$ cat config.mk
export PLATFORM = sky130hd
export DESIGN_NAME = seqidx_gen
export DESIGN_NICKNAME = d
export VERILOG_FILES = /design/src/rtl/seqidx_gen_pkg.sv /design/src/rtl/seqidx_gen_btn_debounce.sv /design/src/rtl/seqidx_gen.sv
export SDC_FILE = /design/constraint.sdc
export NUM_CORES = 1
export LEC_CHECK = 0
export CAP_MARGIN = 20
export CELL_PAD_IN_SITES_DETAIL_PLACEMENT = 1
export CELL_PAD_IN_SITES_GLOBAL_PLACEMENT = 1
export CORE_ASPECT_RATIO = 0.8
export CORE_UTILIZATION = 50
export DETAILED_ROUTE_END_ITERATION = 16
export PLACE_DENSITY = 0.94
export SYNTH_ARGS = -nofsm -noshare
export SYNTH_HDL_FRONTEND = slang
export SYNTH_HIERARCHICAL = 1
export SYNTH_SLANG_ARGS = --single-unit
$ cat constraint.sdc
create_clock -name clk -period 5.11 [get_ports clk]
set_input_delay 1.022 -clock clk [delete_from_list [all_inputs] [get_ports clk]]
set_output_delay 1.022 -clock clk [all_outputs]
set_load 0.005 [all_outputs]
$ cat src/rtl/seqidx_gen_pkg.sv
// rtl/seqidx_gen_pkg.sv - shared types and constants for the sequence index generator
// Contents: run/pause state enum, index width, wrap-around index step helper.
package seqidx_gen_pkg;

  localparam int IDX_W = 5;

  typedef enum logic {
    ST_RUN   = 1'b0,
    ST_PAUSE = 1'b1
  } run_state_e;

  // Modulo-32 step: natural wrap of the 5-bit index gives 31->0 and 0->31.
  function automatic logic [IDX_W-1:0] idx_next(input logic [IDX_W-1:0] idx,
                                                input logic             down);
    return down ? (idx - IDX_W'(1)) : (idx + IDX_W'(1));
  endfunction

endpackage

$ cat src/rtl/seqidx_gen_btn_debounce.sv
// rtl/seqidx_gen_btn_debounce.sv - button synchronizer, debouncer and press detector
// Ports: clk, rst (sync active-high), btn_raw (async button), press (1-cycle pulse on accepted press).
module btn_debounce #(
  parameter int DEB_CYCLES = 65536
) (
  input  logic clk,
  input  logic rst,
  input  logic btn_raw,
  output logic press
);

  localparam int CW = (DEB_CYCLES > 1) ? $clog2(DEB_CYCLES) : 1;
  localparam logic [CW-1:0] CNT_LAST = CW'(DEB_CYCLES - 1);

  logic          sync1_q, sync1_d;
  logic          sync2_q, sync2_d;
  logic          deb_q,   deb_d;
  logic [CW-1:0] cnt_q,   cnt_d;
  logic          press_q, press_d;

  always_comb begin
    sync1_d = btn_raw;
    sync2_d = sync1_q;
    deb_d   = deb_q;
    cnt_d   = '0;
    // The counter tracks consecutive disagreeing cycles; any agreement restarts it,
    // so a glitch shorter than DEB_CYCLES never flips the accepted level.
    if (sync2_q != deb_q) begin
      if (cnt_q == CNT_LAST) begin
        deb_d = sync2_q;
      end else begin
        cnt_d = cnt_q + CW'(1);
      end
    end
    press_d = deb_d & ~deb_q;
  end

  always_ff @(posedge clk) begin
    if (rst) begin
      sync1_q <= 1'b0;
      sync2_q <= 1'b0;
      deb_q   <= 1'b0;
      cnt_q   <= '0;
      press_q <= 1'b0;
    end else begin
      sync1_q <= sync1_d;
      sync2_q <= sync2_d;
      deb_q   <= deb_d;
      cnt_q   <= cnt_d;
      press_q <= press_d;
    end
  end

  assign press = press_q;

endmodule

$ cat src/rtl/seqidx_gen.sv
// rtl/seqidx_gen.sv - free-running / single-step 5-bit sequence index generator
// Ports: clk, rst (sync active-high), speed[1:0] (period = DIV_BASE << speed), dir (1 = down),
//        btn_run / btn_step (raw buttons), seqidx[4:0], step_stb (new-index pulse), running.
module seqidx_gen
  import seqidx_gen_pkg::*;
#(
  parameter int DIV_BASE   = 1000000,
  parameter int DEB_CYCLES = 65536
) (
  input  logic             clk,
  input  logic             rst,
  input  logic [1:0]       speed,
  input  logic             dir,
  input  logic             btn_run,
  input  logic             btn_step,
  output logic [IDX_W-1:0] seqidx,
  output logic             step_stb,
  output logic             running
);

  // Enough bits for DIV_BASE << 3 with headroom.
  localparam int PW = $clog2(DIV_BASE) + 4;

  run_state_e       state_q, state_d;
  logic [PW-1:0]    pre_q,   pre_d;
  logic [IDX_W-1:0] idx_q,   idx_d;
  logic             stb_q,   stb_d;

  logic             run_press;
  logic             step_press;
  logic             step_go;
  logic [PW-1:0]    term;

  btn_debounce #(.DEB_CYCLES(DEB_CYCLES)) u_run_btn (
    .clk     (clk),
    .rst     (rst),
    .btn_raw (btn_run),
    .press   (run_press)
  );

  btn_debounce #(.DEB_CYCLES(DEB_CYCLES)) u_step_btn (
    .clk     (clk),
    .rst     (rst),
    .btn_raw (btn_step),
    .press   (step_press)
  );

  assign term = (PW'(DIV_BASE) << speed) - PW'(1);

  always_comb begin
    state_d = state_q;
    pre_d   = pre_q;
    idx_d   = idx_q;
    stb_d   = 1'b0;
    step_go = 1'b0;
    case (state_q)
      ST_RUN: begin
        // >= rather than == so a speed reduction mid-count steps at once
        // instead of running the counter round its full range.
        if (pre_q >= term) begin
          step_go = 1'b1;
          pre_d   = '0;
        end else begin
          pre_d = pre_q + PW'(1);
        end
        if (run_press) begin
          state_d = ST_PAUSE;
          pre_d   = '0;
        end
      end
      ST_PAUSE: begin
        pre_d = '0;
        // A run press wins over a simultaneous step press.
        if (run_press) begin
          state_d = ST_RUN;
        end else if (step_press) begin
          step_go = 1'b1;
        end
      end
      default: begin
        state_d = ST_RUN;
        pre_d   = '0;
      end
    endcase
    if (step_go) begin
      idx_d = idx_next(idx_q, dir);
      stb_d = 1'b1;
    end
  end

  always_ff @(posedge clk) begin
    if (rst) begin
      state_q <= ST_RUN;
      pre_q   <= '0;
      idx_q   <= '0;
      stb_q   <= 1'b0;
    end else begin
      state_q <= state_d;
      pre_q   <= pre_d;
      idx_q   <= idx_d;
      stb_q   <= stb_d;
    end
  end

  assign seqidx   = idx_q;
  assign step_stb = stb_q;
  assign running  = (state_q == ST_RUN);

endmodule

### Word-level counts from Yosys, hierarchy flattened

Cells that the tools add are included.

* add/subtract/negate cells: 6
* $lt $le $gt $ge: 1
* equality and inequality tests: 4
* shifts and indexed selects: 1
* multiplexer cells: 16
* bitwise gates (word level): 7
* reductions and logical operators: 2

Operator list (count)
* 2-to-1 mux 24 bit: 2
* one-hot mux 24 bit (2 select lines): 1
* adder 16 x 1 -> 16 bit (second input constant): 2
* == test 16 bit (second input constant): 2
* adder 24 x 1 -> 24 bit (second input constant): 1
* >= comparator 24 bit: 1
* << shifter 20 x 2 -> 24 bit (first input constant): 1
* subtractor 24 x 2 -> 24 bit (second input constant): 1
* 2-to-1 mux 1 bit: 10
* OR reduction 3 bit: 2
* adder 5 x 1 -> 5 bit (second input constant): 1
* 2-to-1 mux 5 bit: 1
* NOT 1 bit: 5
* subtractor 5 x 1 -> 5 bit (second input constant): 1
* one-hot mux 1 bit (2 select lines): 2
* bitwise AND 1 bit: 2
* inequality test 1 bit: 2

* bits in registers: 71
* input port bits: 7
* output and inout bits: 7
* logic and storage cells: 51

### Depth between registers and ports, before layout

Gate-level depths: netlist (run 1).

* word-level depth: 6
* depth in mapped cells: 12
* mapped depth without buffers: 11

### Modules after synthesis

Netlist (run 1), hierarchy kept.

By module, submodules not included
* seqidx_gen: instances 1, cells an instance 218, area each 1886.8 µm², seq. area each 620.6 µm²
* btn_debounce: instances 2, cells an instance 93, area each 827.0 µm², seq. area each 400.4 µm²

### Worst setup path after synthesis (run 1)

Ideal clock, no wire load.

* path kind: input to register
* from: in speed[1]
* to: reg idx_q[4], in the netlist seqidx[4]
* setup time: 0.128 ns
* arrival time: 2.793 ns
* data required time: 4.982 ns
* slack: 2.189 ns
* cell stages on the path: 11
* buffers on the path: 0
* cell sequence: inv_1 -> ha_1 -> nand3_1 -> nor3_1 -> ha_1 -> a21oi_1 -> o22ai_1 -> a211o_2 -> o31ai_2 -> or3_1 -> a21oi_1

* word-level cells in the longest chain between the ends: 5

RTL lines
* from (decl): line seqidx_gen.sv:12 `input logic [1:0] speed,`
* << shifter 20 x 2 -> 24 bit: line seqidx_gen.sv:48 `assign term = (PW'(DIV_BASE) << speed) - PW'(1);`
* subtractor 24 x 2 -> 24 bit: line seqidx_gen.sv:48
* >= comparator 24 bit: line seqidx_gen.sv:60 `if (pre_q >= term) begin`
* 2-to-1 mux 1 bit: line seqidx_gen.sv:60
* one-hot mux 1 bit (2 select lines): line seqidx_gen.sv:56 `case (state_q)`
* to (signal assigned): line seqidx_gen.sv:100 `idx_q <= idx_d;`
* to (decl): line seqidx_gen.sv:26 `logic [IDX_W-1:0] idx_q, idx_d;`

Every way passes these cells.
A chain may end at the register's enable or synchronous reset.

### Worst setup path in the final report (run 1)

* from: in speed[1]
* to: reg pre_q[15]

* word-level cells in the longest chain between the ends: 6

RTL lines
* << shifter 20 x 2 -> 24 bit: line seqidx_gen.sv:48
* subtractor 24 x 2 -> 24 bit: line seqidx_gen.sv:48
* >= comparator 24 bit: line seqidx_gen.sv:60
* 2-to-1 mux 24 bit: line seqidx_gen.sv:60
* 2-to-1 mux 24 bit: line seqidx_gen.sv:66 `if (run_press) begin`
* one-hot mux 24 bit (2 select lines): line seqidx_gen.sv:56
* to (signal assigned): line seqidx_gen.sv:99 `pre_q <= pre_d;`
* to (decl): line seqidx_gen.sv:25 `logic [PW-1:0] pre_q, pre_d;`

Every way passes these cells.

==> flow_metrics.tcl, run 1 <==
set metrics [dict create \
    fin_nets 462 \
    most_common_library_cell_in_the_layout_ignoring_fill_and_taps "nor2_1" \
    run_status "complete, no violations" \
    grt_usage_pct 25.0 \
    mean_routed_wirelength_per_cell_um 16.9 \
    synth.area.top_cells "dfxtp_1 (40%), ha_1 (11%), xnor2_1 (8.4%)" \
    power_density_nw_per_um2 265 \
    grt_overflow_total 0 \
    post-route-period-util_pct 74.1 \
    clk-insertion-delay-late_ns 0.35 \
    drtIter0Drc 133 \
    actual_slew_at_the_worst_max_slew_pin_ns 0.804 \
    worst-path-buf-inv 2 \
    worst_ep_arrival_time_ns 4.05 \
    setup_slack_ns 1.32 \
    fillCellCount 836 \
    post_synth_num_cell_types 35 \
    number_of_port_buffers 13 \
    cts_made_buffers 9 \
    ctsLongestPathBuffers 2 \
    antenna-diode-count 0 \
    combinational_family_with_the_most_area_after_synthesis "simple AND/OR/NAND/NOR gates" \
    leakage_power_nw 1.40 \
    post-dp-hpwl_um 6170 \
    critical_path.startpoint "speed[1]" \
    die_height_um 77.3 \
    first_global_vias 2972 \
    relSlewSlack_pct 46.3 \
    synth_simple_gate_area_share_pct 25.0 \
    dp_worst_setup_slack_ns 1.04 \
    drtAntennaViolNets 0 \
    floorplan.die_area_um2 7420 \
    core_um2 6860 \
    timing.final.hold_violations 0 \
    min_delay_src "pre_q[0]" \
    final_weighted_congestion_in_routability_driven_placement 0.828 \
    max_freq_mhz 264 \
    crit_required_ns 5.37 \
    post-cts-setup-buffer-count 0 \
    fraction_of_layout_instances_using_a_drive_strength_above_1_pct 5.85 \
    synth_area_um2 3540 \
    h-tree-depth 3 \
    cap_viol_max_count 0 \
    critical_path.max_stage_delay_ns 0.55 \
    cts_hold_buf 0 \
    die-width_um 96.1 \
    vias 2924 \
    dp_cells 498 \
    routed_wirelength_um 8700 \
    synth.yosys.seq_area_share_pct 40.1 \
    synth_mux_area_share_pct 0.565 \
    timing.rr.start "pre_q[21]" \
    areaGrowthSynthToFinish_pct 11.5 \
    unrepaired_setup_endpoints_after_global_routing "no" \
    setup_tns_ns 0 \
    yosys.area.top_type "dfxtp_1" \
    critPathCaptureType "flip-flop" \
    synth-adder-area-share_pct 11.9 \
    layout.core_utilization_pct 57.6 \
    clock_sinks 71 \
    finalWorstPathRequiredPeriod_ns 3.79 \
    drc 0 \
    final_cells 514 \
    std_cell_rows 27 \
    detail_route.first_pass.iterations 4 \
    synth_compound_gate_area_share_pct 6.11 \
    most-common-layout-cells "nor2_1 (74), dfxtp_1 (71), xnor2_1 (34), ha_1 (32), nand2_1 (26)" \
    ios 14 \
    worst-setup-path-type "in -> reg" \
    final_area_um2 3950 \
    worst_hold_path_type "reg -> reg" \
    r2r_setup_slack_ns 2.56 \
    clock_tree_from_tritoncts "done" \
    initial_utilization_pct 51.6 \
    critical_path.top_delay_family "simple AND/OR/NAND/NOR gates" \
    ctsResizeCount 0 \
    report.final.setup_viol 0 \
    finalClockSkew_ns 0.00738 \
    placed_cell_area_um2 3740 \
    largest_net_degree_at_the_start_of_global_routing 24 \
    critPathMaxFanout 23 \
    synthCells 404 \
    average_vias_per_placed_instance 5.69 \
    ys.warnings.count 6 \
    cpMaxStageDelayCell "clkdlybuf4s50_1" \
    synth_seq_cells 71 \
    crit_path_start_kind "input port" \
    clkTransAtPathRegs_ns 0.08 \
    ir_drop_worst_case_vdd_v 0.000157 \
    grt_first_pass_wirelength_um 14200 \
    timing.final.max_slew_violations 0 \
    antenna_found_initial 0 \
    synth_xor_xnor_area_share_pct 13.1 \
    avgSynthCellArea_um2 8.76 \
    clk_root_buffer_cell "clkbuf_8" \
    crit_chain "clkdlybuf4s50_1, inv_1, ha_1, nor3_1, ha_1, a21oi_1, o22ai_1, a211o_2, nor2_1, nand2_1, nor2_1" \
    synth_largest_type_area_fraction_pct 40.1 \
]
[Yosys cell counts]
| cell | instances |
|---|---|
| nor3_1 | 10 |
| a211oi_1 | 3 |
| conb_1 | 1 |
| o22ai_1 | 1 |
| dfxtp_1 | 71 |
| xnor2_1 | 34 |
| o21bai_1 | 1 |
| fa_1 | 1 |
| o31a_1 | 1 |
| a22o_1 | 1 |
| or3_1 | 7 |
| buf_4 | 2 |
| xor2_1 | 19 |
| nor4_1 | 11 |
| nand4_2 | 1 |
| ha_1 | 32 |
| a211o_2 | 1 |
| clkbuf_1 | 1 |
| nor2b_1 | 4 |
| inv_1 | 19 |
| nand2_1 | 26 |
| or2_2 | 2 |
| nand3_2 | 2 |
| or4_4 | 2 |
| nand3_1 | 20 |
| and4_1 | 4 |
| buf_2 | 4 |
| a21oi_1 | 15 |
| nor2_1 | 74 |
| a21o_1 | 2 |
| nand4_1 | 15 |
| o31ai_2 | 1 |
| o21ai_0 | 10 |
| mux2i_1 | 2 |
| and3_1 | 4 |
[flip-flops by register name, indices dropped and copies added (netlist names)]
register and flops:
u_run_btn/sync1_q 1, u_step_btn/sync1_q 1, state_q 1, pre_q 24, u_step_btn/sync2_q 1, u_run_btn/sync2_q 1, seqidx 5, u_step_btn/press 1
u_run_btn/cnt_q 16, step_stb 1, u_step_btn/deb_q 1, u_run_btn/deb_q 1, u_run_btn/press 1, u_step_btn/cnt_q 16
[cell families after synthesis]
| kind of cell | count (synthesis) |
|---|---|
| adder cells (fa/ha/maj) | 33 |
| flip-flops | 71 |
| AND/OR/NAND/NOR | 182 |
| other | 1 |
| AO/OA/AOI/OAI | 36 |
| buffers and inverters | 26 |
| XOR/XNOR | 53 |
| multiplexers | 2 |
[worst paths after layout]
| check | cells after the start | end |
|---|---|---|
| min | 1 | pre_q[0] |
| min reg2reg | 1 | pre_q[0] |
| max reg2reg | 7 | pre_q[15] |
| max | 11 | pre_q[15] |
[per-stage QoR]
stage | power (mW) | hold slack (ns)
final | 1.05 | 0.469
after global routing | 1.08 | 0.490
after detailed placement | 0.614 | 0.448
after CTS | 1.06 | 0.466
after global placement | 0.610 | 0.417
after floorplan | 0.598 | 0.413
[power by group]
part           total [mW]  leakage [nW]  switching (mW)  internal, mW
Sequential          0.560         0.573         0.00343         0.557
Clock               0.446         0.102           0.215         0.231
Combinational      0.0416         0.721          0.0258        0.0158
Total                1.05          1.40           0.244         0.804
[layout make-up]
type | count | area [um^2] | share of cell area (%)
clock buffers | 13 | 179 | 4.53
clock inverters | 3 | 25.0 | 0.634
inverters | 19 | 71.3 | 1.81
multi-input cells | 308 | 2010 | 51.0
flip-flops and latches | 71 | 1420 | 36.0
well taps | 87 | 109 | 2.76
repair buffers | 13 | 130 | 3.30
[per-layer routing]
metal	vias up	part of all wire [%]	GRT usage, %	wire [um]
met1	1438	44	30.0	3790
met5	-	0	0	0
met4	0	1.4	6.42	123
met2	55	52	43.7	4500
li1	1414	-	-	-
met3	17	3.3	6.45	286
(Power assumes the default switching activity.)
==> run 2, diff against run 1 <==
--- a/config.mk
+++ b/config.mk
@@ -9,9 +9,9 @@
 export CELL_PAD_IN_SITES_DETAIL_PLACEMENT = 1
 export CELL_PAD_IN_SITES_GLOBAL_PLACEMENT = 1
 export CORE_ASPECT_RATIO = 0.8
-export CORE_UTILIZATION = 50
+export CORE_UTILIZATION = 46
 export DETAILED_ROUTE_END_ITERATION = 16
-export PLACE_DENSITY = 0.94
+export PLACE_DENSITY = 0.88
 export SYNTH_ARGS = -nofsm -noshare
 export SYNTH_HDL_FRONTEND = slang
 export SYNTH_HIERARCHICAL = 1
==> constraint.sdc (replaced) <==
create_clock -name clk -period 3.93 [get_ports clk]
set_input_delay 0.786 -clock clk [delete_from_list [all_inputs] [get_ports clk]]
set_output_delay 0.786 -clock clk [all_outputs]
set_load 0.005 [all_outputs]
==> run 2 against run 1 <==
  * Final area grew 0.76%
  * Global-route usage shrank 1.3 points
  * Critical path depth grew 2
  * Largest cell class unchanged
  * Clock-buffer cell count shrank 1
  * Worst hold slack lost 0.021 ns
  * Sequential share of layout area shrank 0.27 points
  * Routed wire length grew 1.1%
  * Combinational power grew 32%
==> flow_metrics.tcl, run 2 (same netlist as run 1, synthesis figures left out) <==
set metrics [dict create \
    grt_first_pass_wirelength_um 14700 \
    largest_net_degree_at_the_start_of_global_routing 19 \
    ff2ff_path_depth 8 \
    vias 2907 \
    average_vias_per_placed_instance 5.46 \
    worst_hold_path_type "reg -> reg" \
    ios 14 \
    timing.rr.start "pre_q[21]" \
    cts_hold_buf 0 \
    number_of_port_buffers 13 \
    post-cts-setup-buffer-count 0 \
    post-route-period-util_pct 84.2 \
    critPathMaxFanout 18 \
    critical_path.max_stage_delay_ns 0.50 \
    r2r_setup_slack_ns 1.60 \
    antenna_found_initial 0 \
    grt_usage_pct 23.7 \
    finalWorstPathRequiredPeriod_ns 3.31 \
    die_height_um 80.5 \
    crit_chain "clkdlybuf4s50_1, inv_1, ha_1, nand3_1, nor3_1, ha_1, a21oi_1, o22ai_1, a211o_2, nor2_1, nand2_1, buf_4, nor2_1" \
    actual_slew_at_the_worst_max_slew_pin_ns 0.747 \
    critPathCaptureType "flip-flop" \
    cpMaxStageDelayCell "clkdlybuf4s50_1" \
    cap_viol_max_count 0 \
    drc 0 \
    crit_required_ns 4.20 \
    top_register "pre_q" \
    seq_area_um2 1420 \
    worst-setup-path-type "in -> reg" \
    clk_root_buffer_cell "clkbuf_8" \
    h-tree-depth 3 \
    ctsLongestPathBuffers 2 \
    core_um2 7430 \
    grt_overflow_total 0 \
    clock_sinks 71 \
    largest_register_ff_count 24 \
    drtIter0Drc 120 \
    std_cell_rows 28 \
    fin_nets 463 \
    die-width_um 100 \
    antenna-diode-count 0 \
    report.final.setup_viol 0 \
    leakage_power_nw 1.40 \
    finalClockSkew_ns 0.0109 \
    drtAntennaViolNets 0 \
    cts_made_buffers 9 \
    clk-insertion-delay-late_ns 0.34 \
    clock_tree_from_tritoncts "done" \
    hold_path_end "u_step_btn/sync2_q" \
    run_status "complete, no violations" \
    timing.final.hold_violations 0 \
    reg2reg_to "pre_q[4]" \
    timing.final.max_slew_violations 0 \
    initial_utilization_pct 47.7 \
    post-dp-hpwl_um 6210 \
    mean_routed_wirelength_per_cell_um 16.5 \
    hold_depth 1 \
    multi_input_comb_area_um2 2010 \
    areaGrowthSynthToFinish_pct 12.4 \
    min_delay_src "u_step_btn/sync1_q" \
    ctsResizeCount 0 \
    final.hold.worst_slack_ns 0.448 \
    clkTransAtPathRegs_ns 0.07 \
    floorplan.die_area_um2 8050 \
    routed_wirelength_um 8800 \
    fillCellCount 899 \
    worst_ep_arrival_time_ns 3.58 \
    setup_tns_ns 0 \
    relSlewSlack_pct 50.0 \
    reg_top3 "pre_q (24), u_run_btn/cnt_q (16), u_step_btn/cnt_q (16)" \
    detail_route.first_pass.iterations 4 \
    crit_path_start_kind "input port" \
    final_weighted_congestion_in_routability_driven_placement 0.866 \
    most_common_library_cell_in_the_layout_ignoring_fill_and_taps "nor2_1" \
    unrepaired_setup_endpoints_after_global_routing "no" \
    most-common-layout-cells "nor2_1 (74), dfxtp_1 (71), xnor2_1 (34), ha_1 (32), nand2_1 (26)" \
    ir_drop_worst_case_vdd_v 0.000191 \
    max_freq_mhz 302 \
    power_density_nw_per_um2 352 \
    first_global_vias 3197 \
    fraction_of_layout_instances_using_a_drive_strength_above_1_pct 5.15 \
]
==> run 2: changes by cell type in the layout (fill, tap and decap cells not counted) <==
cell	previous run	this run
clkinvlp_4	1	0
clkinv_4	2	1
clkbuf_8	13	9
buf_4	0	1
bufinv_16	0	2
clkbuf_1	0	3
==> run 2: layout make-up <==
class / count / share of cell area (%)
clock buffer: 12 / 3.40
timing repair buffer: 14 / 3.46
tap: 105 / 3.30
multi-input combinational: 308 / 50.6
sequential: 71 / 35.7
inverter: 19 / 1.79
clock inverter: 3 / 1.73
==> run 2: report_power, final <==
| group | switching, mW | internal (mW) | leakage, nW | total, mW |
|---|---|---|---|---|
| Sequential | 0.00481 | 0.724 | 0.573 | 0.729 |
| Clock | 0.259 | 0.356 | 0.101 | 0.616 |
| Combinational | 0.0336 | 0.0215 | 0.726 | 0.0551 |
==> run 2: through the flow <==
step	setup slack [ns]	power, mW	std cells	area [um^2]	util (%)
after floorplan	1.25	0.778	405	3540	-
after global placement	0.455	0.794	517	3770	50.8
after detailed placement	0.291	0.798	517	3770	50.8
after CTS	0.621	1.42	532	3980	53.6
after global routing	0.342	1.45	532	3980	53.6
final	0.623	1.40	532	3980	53.6
==> run 2: worst max-delay path, delay by kind of cell <==
kind,cells,cell delay (ns)
AO/OA/AOI/OAI,3,0.62
adder cells (fa/ha/maj),2,0.48
buffers and inverters,3,1.00
AND/OR/NAND/NOR,5,0.70
==> run 2: per-layer routing <==
layer | wire (um) | up-vias | track usage, %
met2 | 4530 | 64 | 44.8
li1 | - | 1410 | -
met5 | 0 | - | 0
met1 | 3770 | 1415 | 26.4
met4 | 144 | 0 | 7.25
met3 | 348 | 18 | 5.74
==> run 2: how the worst max path moves through the flow <==
stage | from | end | slack (ns) | depth (start not counted)
4_1_cts | speed[1] | pre_q[14] | 0.62 | 13
3_3_place_gp | speed[1] | pre_q[11] | 0.45 | 12
6_report | speed[1] | pre_q[4] | 0.62 | 13
5_1_grt | speed[0] | pre_q[2] | 0.34 | 13
3_5_place_dp | speed[0] | seqidx[4] | 0.29 | 12
2_1_floorplan | speed[1] | seqidx[4] | 1.25 | 11
==> run 3, diff against run 2 <==
==> constraint.sdc (replaced) <==
create_clock -name clk -period 3.4 [get_ports clk]
set_input_delay 0.68 -clock clk [delete_from_list [all_inputs] [get_ports clk]]
set_output_delay 0.68 -clock clk [all_outputs]
set_load 0.005 [all_outputs]
==> run 3 against run 2 <==
  * Clock skew shrank 0.0033 ns
  * Highest routed layer unchanged
  * Via count shrank 2.0%
  * Die area did not move
  * Critical path depth down 1
  * Power up 14%
  * Largest cell class unchanged
  * Clock power is 13% higher
  * Setup slack got worse by 0.32 ns
==> flow_metrics.tcl, run 3 (same netlist as run 1, synthesis figures left out) <==
set metrics [dict create \
    final_cells 536 \
    worst_ep_arrival_time_ns 3.34 \
    first_global_vias 2994 \
    hold_path_end "u_step_btn/sync2_q" \
    drtAntennaViolNets 0 \
    drc 0 \
    relSlewSlack_pct 59.2 \
    cts_hold_buf 0 \
    most_common_library_cell_in_the_layout_ignoring_fill_and_taps "nor2_1" \
    clock_sinks 71 \
    clkTransAtPathRegs_ns 0.08 \
    power_density_nw_per_um2 400 \
    reg2reg_to "u_run_btn/cnt_q[14]" \
    ir_drop_worst_case_vdd_v 0.000217 \
    fin_nets 466 \
    grt_usage_pct 22.7 \
    setup_tns_ns 0 \
    timing.final.max_slew_violations 0 \
    die-width_um 100 \
    ctsLongestPathBuffers 2 \
    antenna_found_initial 0 \
    power_after_layout_mw 1.60 \
    r2r_setup_slack_ns 1.14 \
    post-route-period-util_pct 91.1 \
    clock_tree_from_tritoncts "done" \
    ff2ff_path_depth 5 \
    post-cts-setup-buffer-count 0 \
    vias 2848 \
    fillCellCount 887 \
    crit_required_ns 3.65 \
    critPathCaptureType "flip-flop" \
    routed_wirelength_um 8300 \
    report.final.setup_viol 0 \
    layout.core_utilization_pct 53.9 \
    clk-insertion-delay-late_ns 0.35 \
    grt_overflow_total 0 \
    mean_routed_wirelength_per_cell_um 15.5 \
    worst-setup-path-type "in -> reg" \
    crit_path_start_kind "input port" \
    ios 14 \
    final_weighted_congestion_in_routability_driven_placement 0.816 \
    leakage_power_nw 1.42 \
    finalClockSkew_ns 0.00756 \
    fraction_of_layout_instances_using_a_drive_strength_above_1_pct 6.73 \
    max_freq_mhz 323 \
    seq_area_um2 1420 \
    reg_top3 "pre_q (24), u_run_btn/cnt_q (16), u_step_btn/cnt_q (16)" \
    hold_depth 1 \
    grt_first_pass_wirelength_um 14100 \
    largest_register_ff_count 24 \
    worst_hold_path_type "reg -> reg" \
    number_of_port_buffers 13 \
    actual_slew_at_the_worst_max_slew_pin_ns 0.608 \
    min_delay_src "u_step_btn/sync1_q" \
    timing.final.hold_violations 0 \
    cts_made_buffers 9 \
    std_cell_rows 28 \
    largest_net_degree_at_the_start_of_global_routing 17 \
    areaGrowthSynthToFinish_pct 13.1 \
    critPathMaxFanout 5 \
    h-tree-depth 3 \
    run_status "complete, no violations" \
    unrepaired_setup_endpoints_after_global_routing "no" \
    ctsResizeCount 0 \
    floorplan.die_area_um2 8050 \
    dp_cells 520 \
    timing.rr.start "u_run_btn/cnt_q[0]" \
    antenna-diode-count 0 \
    critical_path.startpoint "speed[0]" \
    die_height_um 80.5 \
    cap_viol_max_count 0 \
    average_vias_per_placed_instance 5.31 \
    core_um2 7430 \
    top_register "pre_q" \
    multi_input_comb_area_um2 2010 \
    finalWorstPathRequiredPeriod_ns 3.10 \
    post-dp-hpwl_um 6200 \
    drtIter0Drc 104 \
    clk_root_buffer_cell "clkbuf_8" \
    final.hold.worst_slack_ns 0.459 \
    detail_route.first_pass.iterations 4 \
    initial_utilization_pct 47.7 \
    most-common-layout-cells "nor2_1 (74), dfxtp_1 (71), xnor2_1 (34), ha_1 (32), nand2_1 (26)" \
]
==> run 3: cell count changes in the layout (fill, tap and decap cells not counted) <==
cell        change
buf_4           +3
clkbuf_1        -3
bufinv_16       -1
clkbuf_8        +1
clkinv_2        +1
clkinv_4        +1
clkinvlp_4      +1
inv_6           +1
==> run 3: area by class of cell <==
| type | instances | share of cell area, % |
|---|---|---|
| clock buffers | 10 | 3.44 |
| repair buffers | 17 | 4.00 |
| multi-input cells | 308 | 50.3 |
| well taps | 105 | 3.28 |
| inverters | 19 | 1.78 |
| clock inverters | 6 | 1.72 |
| flip-flops and latches | 71 | 35.5 |
==> run 3: how the worst max path moves through the flow <==
| stage | to | cells past startpoint |
|---|---|---|
| floorplan | seqidx[4] | 11 |
| CTS | seqidx[4] | 12 |
| finish | seqidx[0] | 12 |
| detailed placement | seqidx[4] | 12 |
| global placement | seqidx[4] | 12 |
| global route | seqidx[4] | 12 |
==> run 3: per-layer routing <==
layer | wire, um | vias up | global-route usage, %
met2 | 4130 | 35 | 40.8
met3 | 181 | 9 | 4.96
met4 | 96 | 0 | 7.54
met1 | 3890 | 1381 | 27.1
met5 | 0 | - | 0
li1 | - | 1423 | -
==> run 3: worst max-delay path: stages <==
cell             delay (ns)
clkdlybuf4s50_1        0.49
inv_1                  0.18
ha_1                   0.22
nand3_1                0.09
nor3_1                 0.18
ha_1                   0.30
a21oi_1                0.18
o22ai_1                0.10
a211o_2                0.34
o31a_1                 0.31
xnor2_1                0.19
nor2_1                 0.08
==> run 3: power by group <==
group          switching (mW)  total [mW]  internal, mW
Clock                   0.332       0.694         0.362
Sequential            0.00532       0.842         0.837
Combinational          0.0389      0.0652        0.0264
Total                   0.376        1.60          1.23
==> run 3: through the flow <==
stage                     instance area [um^2]  worst slack, ns
final                                     4000            0.303
after global routing                      4000            0.125
after CTS                                 4000            0.292
after detailed placement                  3800          -0.0742
after global placement                    3800            0.158
after floorplan                           3540            0.821
